<file path="config.mk">
export PLATFORM = sky130hd
export DESIGN_NAME = fwd_source_pipe_flat
export DESIGN_NICKNAME = d
export VERILOG_FILES = /design/src/rtl/fwd_source_pipe_if.sv /design/src/rtl/fwd_source_pipe.sv /design/src/flat_wrapper.sv
export SDC_FILE = /design/constraint.sdc
export NUM_CORES = 1
export LEC_CHECK = 0
export BUFFER_PORTS_ARGS = -buffer_cell sky130_fd_sc_hd__buf_2
export CAP_MARGIN = 10
export CORE_MARGIN = 2
export CORE_UTILIZATION = 35
export DETAILED_ROUTE_END_ITERATION = 12
export PLACE_DENSITY = 0.66
export SYNTH_ARGS = -nofsm -noshare
export SYNTH_HDL_FRONTEND = slang
export SYNTH_SLANG_ARGS = --single-unit
</file>
<file path="constraint.sdc">
create_clock -name clk -period 2.4 [get_ports clk]
set_clock_uncertainty 0.05 [all_clocks]
set_input_delay 0.12 -clock clk [delete_from_list [all_inputs] [get_ports clk]]
set_output_delay 0.12 -clock clk [all_outputs]
set_load 0.01 [all_outputs]
</file>
<file path="src/rtl/fwd_source_pipe_if.sv">
// Bundles the decode-side inputs and EXE/MEM/WB forwarding outputs of fwd_source_pipe.
// master: the environment (decode, ALU, data memory, hazard logic); slave: the pipe.
interface fwd_source_pipe_if;
   logic        de_valid;
   logic        de_wen;
   logic [4:0]  de_dest;
   logic        de_memread;
   logic        stall;
   logic        flush;
   logic [31:0] exe_alu_result;
   logic [31:0] mem_load_data;

   logic        exe_wen;
   logic        exe_memread;
   logic [4:0]  exe_regsrc;
   logic [31:0] exe_wdata;
   logic        mem_wen;
   logic [4:0]  mem_regsrc;
   logic [31:0] mem_wdata;
   logic        wb_wen;
   logic [4:0]  wb_dest;
   logic [31:0] wb_wdata;

   modport master (
      output de_valid, de_wen, de_dest, de_memread, stall, flush, exe_alu_result,
             mem_load_data,
      input  exe_wen, exe_memread, exe_regsrc, exe_wdata, mem_wen, mem_regsrc, mem_wdata,
             wb_wen, wb_dest, wb_wdata
   );

   modport slave (
      input  de_valid, de_wen, de_dest, de_memread, stall, flush, exe_alu_result,
             mem_load_data,
      output exe_wen, exe_memread, exe_regsrc, exe_wdata, mem_wen, mem_regsrc, mem_wdata,
             wb_wen, wb_dest, wb_wdata
   );
endinterface

</file>
<file path="src/rtl/fwd_source_pipe.sv">
// EXE/MEM/WB destination-tag pipeline that publishes forwarding sources and the
// register-file write port. Optional stall-cycle counter enabled by FWD_PERF_CNT_EN.
module fwd_source_pipe (
   input  logic               clk,
   input  logic               rst,
   fwd_source_pipe_if.slave   pipe
`ifdef FWD_PERF_CNT_EN
   ,
   output logic [31:0]        stall_cnt
`endif
);

   logic        exe_wen_q, exe_wen_d;
   logic [4:0]  exe_dest_q, exe_dest_d;
   logic        exe_memread_q, exe_memread_d;

   logic        mem_wen_q;
   logic [4:0]  mem_dest_q;
   logic        mem_memread_q;
   logic [31:0] mem_alu_q;

   logic        wb_wen_q;
   logic [4:0]  wb_dest_q;
   logic [31:0] wb_wdata_q;

   logic [31:0] mem_wdata;
   logic        take;

   // EXE next state: a bubble unless a valid, unstalled, unflushed instruction enters.
   always_comb begin
      take          = pipe.de_valid & ~pipe.stall & ~pipe.flush;
      exe_wen_d     = 1'b0;
      exe_dest_d    = 5'd0;
      exe_memread_d = 1'b0;
      if (take) begin
         exe_wen_d     = pipe.de_wen & (pipe.de_dest != 5'd0);
         exe_dest_d    = pipe.de_dest;
         exe_memread_d = pipe.de_memread;
      end
   end

   // Loads in MEM forward the memory read data; everything else forwards the ALU result.
   always_comb begin
      mem_wdata = mem_memread_q ? pipe.mem_load_data : mem_alu_q;
   end

   // Tag pipeline: EXE takes decode (or a bubble), MEM and WB advance every cycle.
   always_ff @(posedge clk) begin
      if (rst) begin
         exe_wen_q     <= 1'b0;
         exe_dest_q    <= 5'd0;
         exe_memread_q <= 1'b0;
         mem_wen_q     <= 1'b0;
         mem_dest_q    <= 5'd0;
         mem_memread_q <= 1'b0;
         mem_alu_q     <= 32'd0;
         wb_wen_q      <= 1'b0;
         wb_dest_q     <= 5'd0;
         wb_wdata_q    <= 32'd0;
      end else begin
         exe_wen_q     <= exe_wen_d;
         exe_dest_q    <= exe_dest_d;
         exe_memread_q <= exe_memread_d;
         mem_wen_q     <= exe_wen_q;
         mem_dest_q    <= exe_dest_q;
         mem_memread_q <= exe_memread_q;
         mem_alu_q     <= pipe.exe_alu_result;
         wb_wen_q      <= mem_wen_q;
         wb_dest_q     <= mem_dest_q;
         wb_wdata_q    <= mem_wdata;
      end
   end

   // Output drive; wen is re-qualified with dest so r0 is never published.
   always_comb begin
      pipe.exe_wen     = exe_wen_q & (exe_dest_q != 5'd0);
      pipe.exe_memread = exe_memread_q;
      pipe.exe_regsrc  = exe_dest_q;
      pipe.exe_wdata   = pipe.exe_alu_result;
      pipe.mem_wen     = mem_wen_q & (mem_dest_q != 5'd0);
      pipe.mem_regsrc  = mem_dest_q;
      pipe.mem_wdata   = mem_wdata;
      pipe.wb_wen      = wb_wen_q & (wb_dest_q != 5'd0);
      pipe.wb_dest     = wb_dest_q;
      pipe.wb_wdata    = wb_wdata_q;
   end

`ifdef FWD_PERF_CNT_EN
   logic [31:0] stall_cnt_q, stall_cnt_d;

   // One count per stalled edge, wrapping naturally at 2^32.
   always_comb begin
      stall_cnt_d = stall_cnt_q;
      if (pipe.stall) begin
         stall_cnt_d = stall_cnt_q + 32'd1;
      end
   end

   // Counter register.
   always_ff @(posedge clk) begin
      if (rst) begin
         stall_cnt_q <= 32'd0;
      end else begin
         stall_cnt_q <= stall_cnt_d;
      end
   end

   assign stall_cnt = stall_cnt_q;
`endif

endmodule

</file>
<file path="src/flat_wrapper.sv">
// flat-port wrapper written by rule: the top's interface ports become plain ports
module fwd_source_pipe_flat 
  (clk, rst, pipe_de_valid, pipe_de_wen, pipe_de_dest, pipe_de_memread, pipe_stall, pipe_flush, pipe_exe_alu_result, pipe_mem_load_data, pipe_exe_wen, pipe_exe_memread, pipe_exe_regsrc, pipe_exe_wdata, pipe_mem_wen, pipe_mem_regsrc, pipe_mem_wdata, pipe_wb_wen, pipe_wb_dest, pipe_wb_wdata);
  fwd_source_pipe_if pipe_i ();
  input  logic clk;
  input  logic rst;
  input wire logic [$bits(pipe_i.de_valid)-1:0] pipe_de_valid;
  input wire logic [$bits(pipe_i.de_wen)-1:0] pipe_de_wen;
  input wire logic [$bits(pipe_i.de_dest)-1:0] pipe_de_dest;
  input wire logic [$bits(pipe_i.de_memread)-1:0] pipe_de_memread;
  input wire logic [$bits(pipe_i.stall)-1:0] pipe_stall;
  input wire logic [$bits(pipe_i.flush)-1:0] pipe_flush;
  input wire logic [$bits(pipe_i.exe_alu_result)-1:0] pipe_exe_alu_result;
  input wire logic [$bits(pipe_i.mem_load_data)-1:0] pipe_mem_load_data;
  output wire logic [$bits(pipe_i.exe_wen)-1:0] pipe_exe_wen;
  output wire logic [$bits(pipe_i.exe_memread)-1:0] pipe_exe_memread;
  output wire logic [$bits(pipe_i.exe_regsrc)-1:0] pipe_exe_regsrc;
  output wire logic [$bits(pipe_i.exe_wdata)-1:0] pipe_exe_wdata;
  output wire logic [$bits(pipe_i.mem_wen)-1:0] pipe_mem_wen;
  output wire logic [$bits(pipe_i.mem_regsrc)-1:0] pipe_mem_regsrc;
  output wire logic [$bits(pipe_i.mem_wdata)-1:0] pipe_mem_wdata;
  output wire logic [$bits(pipe_i.wb_wen)-1:0] pipe_wb_wen;
  output wire logic [$bits(pipe_i.wb_dest)-1:0] pipe_wb_dest;
  output wire logic [$bits(pipe_i.wb_wdata)-1:0] pipe_wb_wdata;
  assign pipe_i.de_valid = pipe_de_valid;
  assign pipe_i.de_wen = pipe_de_wen;
  assign pipe_i.de_dest = pipe_de_dest;
  assign pipe_i.de_memread = pipe_de_memread;
  assign pipe_i.stall = pipe_stall;
  assign pipe_i.flush = pipe_flush;
  assign pipe_i.exe_alu_result = pipe_exe_alu_result;
  assign pipe_i.mem_load_data = pipe_mem_load_data;
  assign pipe_exe_wen = pipe_i.exe_wen;
  assign pipe_exe_memread = pipe_i.exe_memread;
  assign pipe_exe_regsrc = pipe_i.exe_regsrc;
  assign pipe_exe_wdata = pipe_i.exe_wdata;
  assign pipe_mem_wen = pipe_i.mem_wen;
  assign pipe_mem_regsrc = pipe_i.mem_regsrc;
  assign pipe_mem_wdata = pipe_i.mem_wdata;
  assign pipe_wb_wen = pipe_i.wb_wen;
  assign pipe_wb_dest = pipe_i.wb_dest;
  assign pipe_wb_wdata = pipe_i.wb_wdata;
  fwd_source_pipe u_core (.clk(clk), .rst(rst), .pipe(pipe_i));
endmodule
</file>
==> results of run 1 <==
[logic make-up (layout without fill, tap and decap cells)]
family / after synthesis / in the layout / synth area share [%]
AOI/OAI and AO/OA: 4 / 4 / 0.969
and+or+nand+nor: 88 / 88 / 23.7
DFF: 84 / 84 / 50.1
muxes: 32 / 32 / 14.1
buffers and inverters: 44 / 249 / 11.1
[worst min-delay path by stage]
stage	from	end	slack (ns)	cells after the start
2_1_floorplan	pipe_de_memread	u_core.pipe.exe_memread	0.19	1
3_3_place_gp	pipe_de_memread	u_core.pipe.exe_memread	0.28	2
3_5_place_dp	pipe_de_memread	u_core.pipe.exe_memread	0.28	2
4_1_cts	pipe_stall	u_core.exe_wen_q	0.03	3
5_1_grt	pipe_stall	u_core.exe_wen_q	0.04	3
6_report	pipe_stall	u_core.exe_wen_q	0.05	3
[worst min-delay path, stage by stage]
cell and delay (ns):
buf_2 0.10, nor4b_4 0.06, o311a_1 0.12
[layout make-up]
type,instances,area (µm²)
clock buffer,12,145
tap,129,161
fill,856,4580
timing repair buffer,233,1390
multi-input combinational,124,1300
clock inverter,4,25.0
sequential,84,1680
[flip-flops by register name, indices dropped and copies added, names as in the netlist]
register,count
u_core.mem_alu_q,32
u_core.pipe.wb_wdata,32
u_core.pipe.exe_regsrc,5
u_core.pipe.mem_regsrc,5
u_core.pipe.wb_dest,5
u_core.exe_wen_q,1
u_core.mem_memread_q,1
u_core.mem_wen_q,1
u_core.pipe.exe_memread,1
u_core.wb_wen_q,1
[routing by layer]
| metal | wire (µm) | global-route usage (%) |
|---|---|---|
| met2 | 3650 | 24.7 |
| met3 | 608 | 5.13 |
| met1 | 2890 | 14.1 |
| met5 | 0 | 0 |
| met4 | 133 | 5.13 |
[cell usage in the layout (no fill, tap or decap)]
cell           Yosys  final
buf_2              1    189
o311a_1            1      1
clkbuf_1           2      2
nor2b_4           30     30
clkinv_2           0      2
buf_12             3      1
mux2_4            30     30
nor2b_1           47     47
dlygate4sd3_1      0     39
mux2_1             2      2
clkbuf_8           0     10
buf_4             34      4
and2_1             6      6
nor4b_4            1      1
clkinvlp_4         0      2
or4_1              3      3
dfxtp_2            0      1
dfxtp_1           84     83
or3_1              1      1
o21a_1             3      3
[power by group]
part,internal (µW),switching (µW)
clock,402,485
combinational,238,171
sequential,1450,14.4
total,2090,670
[stage by stage]
stage | area (µm²) | setup WS [ns] | util, % | std cells
6_report | 4700 | 0.721 | 50.7 | 586
5_1_grt | 4700 | 0.638 | 50.7 | 586
4_1_cts | 4700 | 0.683 | 50.7 | 586
3_5_place_dp | 4140 | 1.07 | 44.6 | 531
3_3_place_gp | 4140 | 1.08 | 44.6 | 531
2_1_floorplan | 3360 | 1.19 | - | 252
[repair_timing]
action                                 4_1_cts  5_1_grt
setup buffers                                0        0
endpoints found under the hold margin       39        0
hold buffers                                39        0
==> results.cfg, run 1 <==
[run_status]
run_status = finished, final reports clean

[setup_path]
timing.rr.end = u_core.pipe.wb_wdata[30]
worstPathRequired_ns = 2.23
critPathBufInv = 2
critPathKind = register to output port
cp.arrival_ns = 1.51
crit_cells = 3
ff2ff_setup_slack_ns = 1.06
cp_max_fo = 17
crit_path_start_kind = register
r2r-start = u_core.mem_memread_q
crit_path_cell_trace = buf_4, mux2_1, buf_2
r2r_cells = 3
slowest_stage = mux2_1
critPathCapture = pipe_mem_wdata[30]
cp-end-kind = output port
max_stage_delay_ns = 0.37
startpoint = u_core.mem_memread_q
critical_path.top_delay_family = buffers and inverters

[clock_network]
cts-buffers-inserted = 9
tritoncts = yes
cts_resized = 0
clk_latency_ns = 0.34
root_buffer = clkbuf_8
clkSlewWorstSetupHoldPaths_ns = 0.08
cts_sinks = 84
clk_path_buf_depth = 2
cts.htree.levels = 3

[final_layout]
drive_above_1_share_pct = 59.1
final_net_count = 528
num_antenna_cells = 0
area_growth_pct = 40.1

[synth]
netlist_area_um2 = 3360
ys_ff_latch = 84
syn_inst = 252
ys_seq_area_share_pct = 50.1
syn-num-nets = 328
yosysWarningCount = 0
synth_most_common_cell = dfxtp_1
ys_async_sr_fraction_pct = 0
yosysTopAreaCellShare_pct = 50.1
synth_area_leaders = dfxtp_1, mux2_4, nor2b_4, nor2b_1, buf_4
postSynthAreaPerCell_um2 = 13.3
synth_commonest_cells = dfxtp_1, nor2b_1, buf_4
yosysTopAreaCell = dfxtp_1
synth_ff_type = dfxtp_1
synth-edff-count = 0
synth_cell_type_count = 16

[route]
antenna_left = 0
dr_total_vias = 2379
viasPerCell = 4.06
drt_iter0_drc = 16
drc = 0
first_pass_iters = 4
routed_wl_um = 7290
routedWlPerCell_um = 12.4

[floorplanning]
coreArea_um2 = 9280
dieArea_um2 = 10400
io_pins = 191
start_util_pct = 36.2
die_h_um = 102
rows = 35
die_x_um = 102

[global_route]
grt_pass1_vias = 2388
grt_overflow = 0
grt_usage_pct = 13.6
antenna_found_initial = 0
grt_pass1_wl_um = 10800
grt_max_degree = 46

[sta]
rsz0062_at_grt = no
drv_slew = 0
timing.hold.ws_ns = 0.0488
min_period_ns = 1.68
fin_crit_sh_pct = 70.0
tns_ns = 0
setup-violations-final = 0
slew_headroom_pct = 53.2
max_freq_mhz = 596
worst_pin_slew_ns = 0.703
finalHoldViolCount = 0

[power]
p_leak_uw = 0.00232
ir_worst_vdd_mv = 0.261
power_density_nw_per_um2 = 586
p_total_uw = 2760

[placed_design]
gp_congestion = 0.694
port-buffer-count = 190
hpwl_um = 5070

[job]
drv_cap = 0

[worst_hold_path]
hp-class = input port to register
No activity file was read; power rests on OpenSTA's default activity.
==> inputs of run 2 (changes only) <==
PLACE_DENSITY = 0.69   (was 0.66)
clock period = 1.5 ns   (was 2.4 ns; I/O delays follow)
==> run 2 against run 1 <==
Net effect: the flow now finishes with violations (negative setup slack); combinational power rose by 86%; die area is the same; via count is 4.2% higher; total power increased by 68%; register-to-register slack worse by 0.92 ns; largest power group unchanged; highest routed layer unchanged.
==> results.cfg, run 2 (same netlist as run 1, synthesis figures left out) <==
[floorplanning]
io_pins = 191
coreArea_um2 = 9280
die_h_um = 102
rows = 35
die_x_um = 102
start_util_pct = 36.2
dieArea_um2 = 10400

[route]
routed_wl_um = 8110
viasPerCell = 4.13
drc = 0
first_pass_iters = 4
antenna_left = 0
dr_total_vias = 2478
routedWlPerCell_um = 13.5
drt_iter0_drc = 19

[final_layout]
final_net_count = 542
post-route-util_pct = 55.0
mostFrequentLayoutCells = buf_2, dfxtp_1, nor2b_1
num_antenna_cells = 0
layout_commonest_cell = buf_2
layoutNonFillerInstCount = 600
area_growth_pct = 52.1
final_area_um2 = 5110
drive_above_1_share_pct = 60.7

[setup_path]
worstPathRequired_ns = 1.37
critPathKind = register to output port
r2r_cells = 4
slowest_stage = or4_1
crit_path_start_kind = register
cp-end-kind = output port
timing.rr.end = u_core.pipe.wb_wdata[18]
r2r-start = u_core.mem_memread_q
cp_max_fo = 2
cp.arrival_ns = 1.49
crit_path_cell_trace = or4_1, o21a_1, buf_2
max_stage_delay_ns = 0.51
ff2ff_setup_slack_ns = 0.14

[clock_network]
cts_sinks = 84
tritoncts = yes
root_buffer = clkbuf_8
clk_latency_ns = 0.34
cts.htree.levels = 3
clk_path_buf_depth = 2
cts-buffers-inserted = 9
clkSlewWorstSetupHoldPaths_ns = 0.08

[sta]
worst_pin_slew_ns = 0.460
finalHoldViolCount = 0
fin_crit_sh_pct = 108
min_period_ns = 1.61
rsz0062_at_grt = yes
finalWorstSetupSlack_ns = -0.113
slew_headroom_pct = 69.3
max_freq_mhz = 620
drv_slew = 0
setup-violations-final = 32

[worst_hold_path]
hp-class = input port to register
holdPathStages = 3
hp-start = pipe_mem_load_data[27]
hold-path-endpoint = u_core.pipe.wb_wdata[27]

[power]
switchingPower_uw = 1090
p_leak_uw = 0.00246
combPwrFrac_pct = 16.4
power.internal_uw = 3540
ir_worst_vdd_mv = 0.583
swShare_pct = 23.6
power_frac_seq_pct = 50.5
clockPowerShare_pct = 33.1
power_density_nw_per_um2 = 908

[global_route]
grt_pass1_wl_um = 11600
grt_overflow = 0
antenna_found_initial = 0
grt_usage_pct = 14.5
grt_max_degree = 32
grt_pass1_vias = 2546

[run_status]
run_status = finished with violations
violations = negative setup slack

[placed_design]
dpl-instance-area_um2 = 4200
gp_congestion = 0.750
hpwl_um = 5320
port-buffer-count = 190
dp_cells = 533

[job]
drv_cap = 0
## run 2: cell type report
type,instances,area (µm²)
fillers,780,4180
repair buffers,247,1760
flip-flops and latches,84,1690
multi-input cells,124,1310
well taps,129,161
clock buffers,12,135
clock inverters,4,50.0
## run 2: power by group through the flow
stage	combinational, µW	clock [µW]	sequential [µW]
6_report	759	1540	2340
5_1_grt	812	1700	2350
4_1_cts	731	1610	2340
3_5_place_dp	592	0	2390
3_3_place_gp	583	0	2390
2_1_floorplan	364	0	2410
## run 2: per-stage QoR
| step | hold slack, ns | setup TNS (ns) | total power, µW | worst slack (ns) |
|---|---|---|---|---|
| finish | 0.0444 | -1.41 | 4630 | -0.113 |
| global route | 0.0356 | -3.63 | 4860 | -0.193 |
| CTS | 0.0118 | -1.30 | 4680 | -0.133 |
| detailed placement | 0.238 | 0 | 2990 | 0.209 |
| global placement | 0.234 | 0 | 2980 | 0.234 |
| floorplan | 0.147 | 0 | 2770 | 0.318 |
## run 2: worst max path at each step
stage | start | slack [ns] | end
floorplan | u_core.mem_memread_q | 0.32 | u_core.pipe.wb_wdata[10]
global placement | u_core.mem_memread_q | 0.23 | u_core.pipe.wb_wdata[5]
detailed placement | u_core.mem_memread_q | 0.21 | u_core.pipe.wb_wdata[10]
CTS | u_core.pipe.exe_regsrc[0] | -0.13 | pipe_exe_wen
global route | u_core.pipe.exe_regsrc[0] | -0.19 | pipe_exe_wen
finish | u_core.pipe.exe_regsrc[0] | -0.11 | pipe_exe_wen
## run 2: timing repair
item,4_1_cts,5_1_grt
endpoints found under the setup margin,32,33
hold buffers,41,0
pin swaps,0,1
resized for setup,31,11
hold endpoints to repair,39,0
gates cloned,0,2
buffers inserted,2,6
## run 2: critical path, delay by kind of cell (launching register included)
kind,cells,cell delay (ns)
flip-flops,1,0.33
AND/OR/NAND/NOR,1,0.51
buffers and inverters,1,0.13
AO/OA/AOI/OAI,1,0.18
## run 2: metal layers
layer | part of all wire, % | track usage, %
met5 | 0 | 0
met3 | 7.5 | 3.90
met4 | 1.6 | 5.85
met1 | 39 | 14.8
met2 | 51 | 27.7
